### config.mk
export PLATFORM = sky130hd
export DESIGN_NAME = recepcion_uart
export DESIGN_NICKNAME = d
export VERILOG_FILES = /design/src/rtl/recepcion_uart.sv
export SDC_FILE = /design/constraint.sdc
export NUM_CORES = 1
export LEC_CHECK = 0
export CAP_MARGIN = 15
export CORE_ASPECT_RATIO = 1.1
export CORE_MARGIN = 4
export CORE_UTILIZATION = 50
export CTS_BUF_LIST = sky130_fd_sc_hd__clkbuf_2
export CTS_CLUSTER_DIAMETER = 200
export CTS_CLUSTER_SIZE = 12
export DETAILED_ROUTE_END_ITERATION = 8
export HOLD_SLACK_MARGIN = 0.05
export MAX_ROUTING_LAYER = met4
export PLACE_DENSITY_LB_ADDON = 0.15
export RECOVER_POWER = 50
export SLEW_MARGIN = 10
export SYNTH_ARGS = -nofsm -noshare
export SYNTH_HDL_FRONTEND = slang
export SYNTH_SLANG_ARGS = --single-unit
### constraint.sdc
create_clock -name clk_in -period 2.4 [get_ports clk_in]
set_input_delay 0.48 -clock clk_in [delete_from_list [all_inputs] [get_ports clk_in]]
set_output_delay 0.48 -clock clk_in [all_outputs]
set_load 0.01 [all_outputs]
### src/rtl/recepcion_uart.sv
// recepcion_uart: 8N1-style serial receiver for the Bluetooth peripheral.
// The rx line is synchronised and then timed with a clock-per-bit counter.
// The start bit is confirmed at its midpoint, and every later bit is sampled
// one full bit period after the previous sample. Each frame ends with either
// a one-cycle done strobe (new byte on dout) or a one-cycle frame_err strobe.

module recepcion_uart #(
    parameter int CLKS_PER_BIT = 5208,
    parameter int DATA_BITS    = 8
) (
    input  logic                 clk_in,
    input  logic                 reset,
    input  logic                 rx,
    output logic [DATA_BITS-1:0] dout,
    output logic                 done,
    output logic                 frame_err,
    output logic                 busy
);

    localparam int CNT_W = $clog2(CLKS_PER_BIT);
    localparam int HALF  = CLKS_PER_BIT / 2;

    localparam logic [CNT_W-1:0] CNT_ONE   = CNT_W'(1);
    localparam logic [CNT_W-1:0] HALF_LAST = CNT_W'(HALF - 1);
    localparam logic [CNT_W-1:0] BIT_LAST  = CNT_W'(CLKS_PER_BIT - 1);
    localparam logic [3:0]       IDX_LAST  = 4'(DATA_BITS - 1);

    typedef enum logic [1:0] {
        IDLE,
        START,
        DATA,
        STOP
    } state_t;

    state_t state_q, state_d;

    logic                 rxMeta_q;
    logic                 rxSync_q;
    logic [CNT_W-1:0]     count_q, count_d;
    logic [3:0]           index_q, index_d;
    logic [DATA_BITS-1:0] shift_q, shift_d;
    logic [DATA_BITS-1:0] dout_q, dout_d;
    logic                 done_q, done_d;
    logic                 frameErr_q, frameErr_d;

    logic countHalf;
    logic countEnd;
    logic lastBit;

    assign countHalf = (count_q == HALF_LAST);
    assign countEnd  = (count_q == BIT_LAST);
    assign lastBit   = (index_q == IDX_LAST);

    // Two-flop synchroniser; both stages reset to the idle-high line level
    always_ff @(posedge clk_in or posedge reset) begin
        if (reset) begin
            rxMeta_q <= 1'b1;
            rxSync_q <= 1'b1;
        end else begin
            rxMeta_q <= rx;
            rxSync_q <= rxMeta_q;
        end
    end

    // State register
    always_ff @(posedge clk_in or posedge reset) begin
        if (reset) begin
            state_q <= IDLE;
        end else begin
            state_q <= state_d;
        end
    end

    // Next-state logic: frame sequencing driven by the bit-timing counter
    always_comb begin
        state_d = state_q;
        unique case (state_q)
            IDLE: begin
                if (!rxSync_q) begin
                    state_d = START;
                end
            end
            START: begin
                if (countHalf) begin
                    state_d = rxSync_q ? IDLE : DATA;
                end
            end
            DATA: begin
                if (countEnd && lastBit) begin
                    state_d = STOP;
                end
            end
            STOP: begin
                if (countEnd) begin
                    state_d = IDLE;
                end
            end
            default: begin
                state_d = IDLE;
            end
        endcase
    end

    // Output/datapath logic: counters, shift register and the result strobes
    always_comb begin
        count_d    = count_q;
        index_d    = index_q;
        shift_d    = shift_q;
        dout_d     = dout_q;
        done_d     = 1'b0;
        frameErr_d = 1'b0;
        unique case (state_q)
            IDLE: begin
                count_d = '0;
                index_d = '0;
            end
            START: begin
                if (countHalf) begin
                    count_d = '0;
                    index_d = '0;
                end else begin
                    count_d = count_q + CNT_ONE;
                end
            end
            DATA: begin
                if (countEnd) begin
                    count_d = '0;
                    for (int b = 0; b < DATA_BITS; b++) begin
                        if (index_q == 4'(b)) begin
                            shift_d[b] = rxSync_q;
                        end
                    end
                    if (!lastBit) begin
                        index_d = index_q + 4'd1;
                    end
                end else begin
                    count_d = count_q + CNT_ONE;
                end
            end
            STOP: begin
                if (countEnd) begin
                    count_d = '0;
                    if (rxSync_q) begin
                        dout_d = shift_q;
                        done_d = 1'b1;
                    end else begin
                        frameErr_d = 1'b1;
                    end
                end else begin
                    count_d = count_q + CNT_ONE;
                end
            end
            default: begin
                count_d = '0;
                index_d = '0;
            end
        endcase
    end

    // Datapath registers; the strobes are registered so they last one cycle
    always_ff @(posedge clk_in or posedge reset) begin
        if (reset) begin
            count_q    <= '0;
            index_q    <= '0;
            shift_q    <= '0;
            dout_q     <= '0;
            done_q     <= 1'b0;
            frameErr_q <= 1'b0;
        end else begin
            count_q    <= count_d;
            index_q    <= index_d;
            shift_q    <= shift_d;
            dout_q     <= dout_d;
            done_q     <= done_d;
            frameErr_q <= frameErr_d;
        end
    end

    assign dout      = dout_q;
    assign done      = done_q;
    assign frame_err = frameErr_q;
    assign busy      = (state_q != IDLE);

endmodule

======== After elaboration in Yosys (flattened, before gate mapping) ========
Cells that the tools add are included.
storage, ports and cells
  flip-flop bits (word level) ............. 39
  bits in latches ......................... 0
  memory bits (writable) .................. 0
  ROM bits ................................ 0
  input bits .............................. 3
  output and inout bits ................... 11
  word-level logic and storage cells ...... 72
  memories kept ........................... 0
cells by class
  add/subtract/negate cells ............... 2
  multipliers ............................. 0
  divide/modulo/power cells ............... 0
  order comparisons ....................... 0
  equal/unequal tests ..................... 18
  shifts and indexed selects .............. 0
  muxes and demuxes ....................... 19
  bitwise logic cells ..................... 0
  reduce and logical (&&, ||, !) cells .... 17
operators with widths
  cell                   count
  $pmux 13 s3            1
  $reduce_and 3->1       9
  $mux 13                2
  $eq 4x3->1 const B     4
  $add 13x1->13 const B  1
  $eq 13x12->1 const B   1
  $eq 13x13->1 const B   1
  $mux 4                 3
  $ne 2x2->1 const B     6
  $pmux 4 s3             1
  $mux 2                 5
  $eq 4x2->1 const B     2
  $pmux 2 s4             1
  $reduce_and 4->1       2
  $mux 1                 6
  $add 4x1->4 const B    1
  $eq 2x2->1 const B     2
  $eq 4x1->1 const B     1
  $logic_not 4->1        1
  $reduce_bool 3->1      1
  $eq 2x1->1 const B     1
  $logic_not 2->1        1
  $reduce_bool 2->1      1
  $reduce_or 2->1        1
  $logic_and 1x1->1      1

======== Depth between registers and ports, before layout ========
Gate-level depths: netlist of the first run.
  word-level depth ........................ 4
  depth in mapped cells ................... 6
  gate-level depth less buffers ........... 5

======== Worst setup path before layout of the first run ========
Ideal clock, no wire load.
  path kind ............................... reg2reg
  from .................................... register index_q[0]
  to ...................................... register index_q[3]
  library setup time ...................... 0.087 ns
  arrival time ............................ 1.785 ns
  required time ........................... 2.313 ns
  slack ................................... 0.528 ns
  cell stages (with the launch flop) ...... 6
  path buffers ............................ 0
  clock period less this slack ............ 1.872 ns
  cell sequence ........................... dfrtp_1 > ha_1 > nand3b_1 > or4b_1 > or4b_1 > o211ai_1
between the ends
  word-level cells in the longest chain between the ends .. 4
  elaborated cells between the ends (all ways) .. 7
  those cells by class .................... add/sub (1); eq/ne (2); mux (3); reduce/logical (1)
RTL lines
  item                    RTL line  text
  start, declared         40        logic [3:0] index_q, index_d;
  start signal, assigned  171       index_q <= index_d;
  $add 4x1->4             134       index_d = index_q + 4'd1;
  $mux 4                  133       if (!lastBit) begin
  $mux 4                  126       if (countEnd) begin
  $pmux 4 s3              112       unique case (state_q)
Parallel ways exist; a longest one is shown, timed or not. The select of a mux whose other input is x is not followed.
A chain may end at the register's enable or synchronous reset.

======== Worst setup path after layout of the first run ========
  from .................................... register state_q[0]
  to ...................................... output port busy
between the ends
  word-level cells in the longest chain between the ends .. 1
RTL lines
  item                    RTL line  text
  start, declared         35        state_t state_q, state_d;
  start signal, assigned  70        state_q <= state_d;
  $reduce_bool 2->1       182       assign busy = (state_q != IDLE);
  end, declared           17        output logic busy
No other way between the ends.

==> flow_metrics.env, run 1 <==
export IMPL_crit_path_end_kind="primary output"
export IMPL_ys_ff_latch=39
export IMPL_rsz0062_at_grt="no"
export IMPL_drv_slew=0
export IMPL_die_h_um=73.9
export IMPL_critPathRequiredTime_ns=1.92
export IMPL_grt_pass1_vias=1396
export IMPL_cts_tree="done"
export IMPL_slew_headroom=0.183
export IMPL_synth_common_cells="dfrtp_1, nor2_1, mux2_1, nand4_1"
export IMPL_placed_cells=229
export IMPL_fmax_ghz=0.451
export IMPL_core_rowCount=23
export IMPL_met3_usage=0.0550
export IMPL_cts_max_level=2
export IMPL_io_buffer_count=13
export IMPL_ant_nets=0
export IMPL_vias_per_cell=5.49
export IMPL_grt_busiest_layer="met2"
export IMPL_yosys_area_top_type="dfrtp_1"
export IMPL_drcViolationCount=0
export IMPL_p_per_area_nw_per_um2=434
export IMPL_yosys_warnings=0
export IMPL_critPathMaxStageDelay_ns=0.54
export IMPL_antenna_found_initial=0
export IMPL_start_util=0.532
export IMPL_clk_latency_ns=0.39
export IMPL_ys_seq_area_frac=0.496
export IMPL_gr_total_overflow=0
export IMPL_grt_pass1_wl_mm=6.25
export IMPL_crit_type="flip-flop to primary output"
export IMPL_ir_drop_uv=316
export IMPL_clk_path_buf_depth=2
export IMPL_synth_area_um2=1970
export IMPL_dieArea_um2=5020
export IMPL_cts_hold_buf=0
export IMPL_synthDistinctLibCells=43
export IMPL_cts_root_buf="clkbuf_2"
export IMPL_synth_main_ff_cell="dfrtp_1"
export IMPL_cts_sinks=39
export IMPL_path_clk_slew_ns=0.18
export IMPL_period_minus_slack_ns=2.22
export IMPL_grt_max_degree=25
export IMPL_syn_nets=175
export IMPL_fp_dieW_um=67.9
export IMPL_worst_pin_slew_ns=1.23
export IMPL_worstPathArrival_ns=1.74
export IMPL_worstPathCellList="or2_2, clkdlybuf4s50_1"
export IMPL_p_leak_nw=1.02
export IMPL_clock_skew_ns=0.0104
export IMPL_dp_hpwl_mm=2.55
export IMPL_cts_resized=0
export IMPL_start_kind="flip-flop"
export IMPL_met1_usage=0.193
export IMPL_synth_edf_count=0
export IMPL_core_um2=3710
export IMPL_final_cells=237
export IMPL_final_hold_viol_count=0
export IMPL_worstPathMaxFanout=12
export IMPL_grtUsageTotal=0.175
export IMPL_maxCapViolations=0
export IMPL_post_cts_buffers=0
export IMPL_status="complete, no violations"
export IMPL_final_setup_tns_ns=0
export IMPL_drive_gt1_frac=0.123
export IMPL_synthDominantCellAreaShare=0.469
export IMPL_routed_wirelength_mm=3.49
export IMPL_diodes=0
export IMPL_numCtsBuffers=5
export IMPL_io_pins=14
export IMPL_synth_area_top_cells="dfrtp_1, mux2_1, nor2_1, ha_1, dfstp_2"
export IMPL_area_delta_synth_final_pct=11.7
export IMPL_slowest_stage="dfrtp_1"
export IMPL_hold_path_class="flip-flop to flip-flop"
export IMPL_dr_total_vias=1301
export IMPL_grt_use_met2=0.294
export IMPL_drt_iter0_drc=61
export IMPL_firstDrtPassIters=4
export IMPL_syn_avg_cell_area_um2=11.8
export IMPL_setup_violations=0
export IMPL_nNetsFinal=194
export IMPL_synthCells=167
export IMPL_globalplace_congestion=0.875
export IMPL_synthArstFlopShare=1.00
export IMPL_post_drt_wl_per_cell_um=14.7
export IMPL_min_period_over_period=0.924
export IMPL_synth_most_common_cell="dfrtp_1"
-- through the flow --
| stage | utilization | total power, mW | hold slack, ns | instance area, um^2 | setup WS, ns |
|---|---|---|---|---|---|
| CTS | 0.596 | 0.974 | 0.374 | 2210 | 0.156 |
| detailed placement | 0.586 | 0.698 | 0.356 | 2180 | 0.327 |
| finish | 0.594 | 0.958 | 0.378 | 2210 | 0.183 |
| floorplan | - | 0.687 | 0.345 | 1970 | 0.528 |
| global placement | 0.586 | 0.698 | 0.347 | 2180 | 0.373 |
| global route | 0.594 | 1.01 | 0.389 | 2210 | 0.0569 |
-- state kept, by name (all words and copies together) (netlist names), named ones only --
register and flops:
rxSync_q 1, dout 8, rxMeta_q 1, count_q 13, index_q 4, frame_err 1
shift_q 8, done 1, state_q 1
-- layout make-up --
class / instances / area, um^2
multi-input combinational: 117 / 945
sequential: 39 / 978
fill: 304 / 1510
inverter: 4 / 15.0
tap: 50 / 62.6
clock inverter: 2 / 7.51
timing repair buffer: 19 / 168
clock buffer: 6 / 30.0
-- logic make-up after synthesis --
group           after synthesis  share of synthesized area
compound gates               15                     0.0520
flops                        39                      0.496
fa+ha+maj                     5                     0.0317
buf+inv                      11                     0.0260
mux                          17                     0.0963
xor+xnor                     10                     0.0444
simple gates                 70                      0.254
-- path summary, 6_finish.rpt --
| check | startpoint | end | slack (ns) | depth (start not counted) |
|---|---|---|---|---|
| setup reg to reg | count_q[0]$_DFF_PP0_ | shift_q[1]$_DFFE_PP0P_ | 0.26 | 6 |
| setup / recovery | state_q[0]$_DFFE_PP0P_ | busy | 0.18 | 2 |
| max in group asynchronous | reset | shift_q[0]$_DFFE_PP0P_ | 0.76 | 3 |
| hold reg to reg | rxMeta_q$_DFF_PP1_ | rxSync_q$_DFF_PP1_ | 0.38 | 0 |
| hold / removal | rxMeta_q$_DFF_PP1_ | rxSync_q$_DFF_PP1_ | 0.38 | 0 |
| min in group asynchronous | reset | count_q[7]$_DFF_PP0_ | 0.76 | 3 |
-- routing by layer --
layer  wire length [um]  up-vias
met5                  0        -
met4                 51        0
met3                137        5
met2               1910       26
met1               1400      636
li1                   -      634
-- critical path, delay by kind of cell (launching register included) --
family,cells,cell delay [ns]
simple gates,1,0.33
buf+inv,1,0.48
flops,1,0.54
-- placed cells by master (no fill, tap or decap), drive strengths merged, types with 2 or more instances in the layout --
master | netlist | routed
inv | 3 | 3
dfrtp | 37 | 37
nor4bb | 4 | 4
xor2 | 5 | 5
xnor2 | 5 | 5
o211ai | 3 | 3
dfstp | 2 | 2
nor4b | 4 | 4
and3 | 4 | 4
o21ai | 4 | 4
mux2 | 16 | 16
dlygate4sd3 | 0 | 2
nand2b | 4 | 4
or4b | 2 | 2
ha | 5 | 5
clkinv | 1 | 3
nand3 | 6 | 6
nor2 | 18 | 18
buf | 3 | 4
and4bb | 3 | 3
a21oi | 2 | 2
nor2b | 3 | 3
nand2 | 6 | 6
a31oi | 2 | 2
clkdlybuf4s50 | 0 | 11
clkbuf | 4 | 8
nand4 | 8 | 8
nor3 | 3 | 3
-- where the power goes --
part	internal [mW]	leakage (nW)	total, mW	switching [mW]
clock network	0.0701	0.0281	0.275	0.205
logic	0.00435	0.467	0.0194	0.0151
registers	0.661	0.523	0.664	0.00266
Power figures use the tool's default switching activity.
==> inputs of run 2 (changes only) <==
- SKIP_LAST_GASP: default -> 1
==> results of run 2 <==
The final DEF is identical to that of run 1; final timing and power are the same.
==> inputs of run 3 (changes only) <==
- GPL_ROUTABILITY_DRIVEN: default -> 0
- REMOVE_ABC_BUFFERS: default -> 1
==> flow_metrics.env, run 3 (synthesis results as in run 1) <==
export IMPL_status="complete, no violations"
export IMPL_fp_dieW_um=67.9
export IMPL_register_area_um2=978
export IMPL_antenna_found_initial=0
export IMPL_p_per_area_nw_per_um2=484
export IMPL_final_setup_tns_ns=0
export IMPL_vias_per_cell=5.60
export IMPL_nNetsFinal=193
export IMPL_cts_max_level=2
export IMPL_drv_slew=0
export IMPL_path_clk_slew_ns=0.18
export IMPL_drive_gt1_frac=0.134
export IMPL_firstDrtPassIters=4
export IMPL_io_pins=14
export IMPL_hold_path_class="flip-flop to flip-flop"
export IMPL_grt_pass1_wl_mm=6.39
export IMPL_min_from="rxMeta_q$_DFF_PP1_"
export IMPL_dieArea_um2=5020
export IMPL_switching_share=0.218
export IMPL_layout_commonest_cell="dfrtp_1"
export IMPL_min_period_over_period=0.924
export IMPL_period_minus_slack_ns=2.22
export IMPL_cts_sinks=39
export IMPL_power_frac_comb=0.017
export IMPL_start_kind="flip-flop"
export IMPL_io_buffer_count=13
export IMPL_drt_iter0_drc=70
export IMPL_reg2reg_from="index_q[0]$_DFFE_PP0P_"
export IMPL_post_drt_wl_per_cell_um=15.1
export IMPL_cts_tree="done"
export IMPL_crit_type="flip-flop to primary output"
export IMPL_crit_start="state_q[0]$_DFFE_PP0P_"
export IMPL_ir_drop_uv=382
export IMPL_start_util=0.532
export IMPL_core_um2=3710
export IMPL_clk_latency_ns=0.40
export IMPL_post_cts_buffers=0
export IMPL_nFillCells=302
export IMPL_cts_resized=0
export IMPL_core_rowCount=23
export IMPL_p_seq_frac=0.614
export IMPL_dp_hpwl_mm=2.60
export IMPL_grt_pass1_vias=1382
export IMPL_diodes=0
export IMPL_fmax_ghz=0.451
export IMPL_worstPathMaxFanout=12
export IMPL_final_cell_mix="dfrtp_1, nor2_1, mux2_1"
export IMPL_numCtsBuffers=5
export IMPL_area_delta_synth_final_pct=13.1
export IMPL_place_area_um2=2170
export IMPL_die_h_um=73.9
export IMPL_place_ws_ns=0.346
export IMPL_internal_power_uw=846
export IMPL_largest_reg_flops=13
export IMPL_routed_wirelength_mm=3.57
export IMPL_final_hold_viol_count=0
export IMPL_p_leak_nw=1.03
export IMPL_crit_buf_inv=1
export IMPL_multiInputGateArea_um2=945
export IMPL_grt_max_degree=40
export IMPL_drcViolationCount=0
export IMPL_fin_util=0.602
export IMPL_dr_total_vias=1322
export IMPL_setup_violations=0
export IMPL_final_cells=236
export IMPL_power_switching_uw=235
export IMPL_gr_total_overflow=0
export IMPL_slew_headroom=0.384
export IMPL_cpLargestDelayFamily="flip-flops"
export IMPL_placed_cells=228
export IMPL_crit_path_end_kind="primary output"
export IMPL_postLayoutCellArea_um2=2230
export IMPL_grtUsageTotal=0.177
export IMPL_worst_pin_slew_ns=0.923
export IMPL_rsz0062_at_grt="no"
export IMPL_slowest_stage="dfrtp_1"
export IMPL_critPathRequiredTime_ns=1.92
export IMPL_cts_root_buf="clkbuf_2"
export IMPL_fin_ws_ns=0.182
export IMPL_worstPathCellList="or2_2, clkdlybuf4s50_1"
export IMPL_clock_power_share=0.369
export IMPL_clock_skew_ns=0.0266
export IMPL_maxCapViolations=0
export IMPL_top_register="count_q"
export IMPL_cts_hold_buf=0
export IMPL_ant_nets=0
export IMPL_critPathMaxStageDelay_ns=0.54
export IMPL_clk_path_buf_depth=2
export IMPL_worstPathArrival_ns=1.74
run 3: cell types whose count changed in the layout (fill, tap and decap cells not counted):
| cell | change |
|---|---|
| and4bb_1 | +1 |
| and4bb_2 | -1 |
| bufinv_16 | +1 |
| clkbuf_1 | -2 |
| clkbuf_2 | +1 |
| clkinv_1 | -2 |
| clkinvlp_4 | +1 |
run 3: per-stage QoR:
stage	power (mW)	hold WS, ns
3_3_place_gp	0.696	0.346
6_report	1.08	0.370
2_1_floorplan	0.687	0.345
4_1_cts	1.10	0.373
3_5_place_dp	0.697	0.349
5_1_grt	1.13	0.381
run 3: final cells by class:
class,instances,area share
Tap cell,50,0.0280
Inverter,4,0.00672
Clock buffer,6,0.0134
Sequential cell,39,0.438
Timing Repair Buffer,18,0.0739
Multi-Input combinational cell,117,0.423
Clock inverter,2,0.0168
run 3: final timing paths:
path	end	cells past startpoint	slack (ns)
min reg2reg	rxSync_q$_DFF_PP1_	0	0.37
max	busy	2	0.18
min in group asynchronous	shift_q[4]$_DFFE_PP0P_	3	0.77
max reg2reg	index_q[3]$_DFFE_PP0P_	5	0.34
min	rxSync_q$_DFF_PP1_	0	0.37
max in group asynchronous	state_q[0]$_DFFE_PP0P_	3	1.04
run 3: power groups by stage:
stage	sequential [mW]	clock (mW)	combinational, mW
floorplan	0.674	0	0.0128
global placement	0.676	0	0.0205
detailed placement	0.676	0	0.0211
CTS	0.664	0.411	0.0210
global route	0.665	0.442	0.0222
finish	0.664	0.399	0.0186
run 3: per-layer routing:
layer  part of all wire  up-vias  GRT usage
li1                   -      636          -
met1               0.42      665      0.190
met2               0.54       15      0.309
met3              0.029        6     0.0459
met4              0.017        0     0.0684
met5                  0        -          -
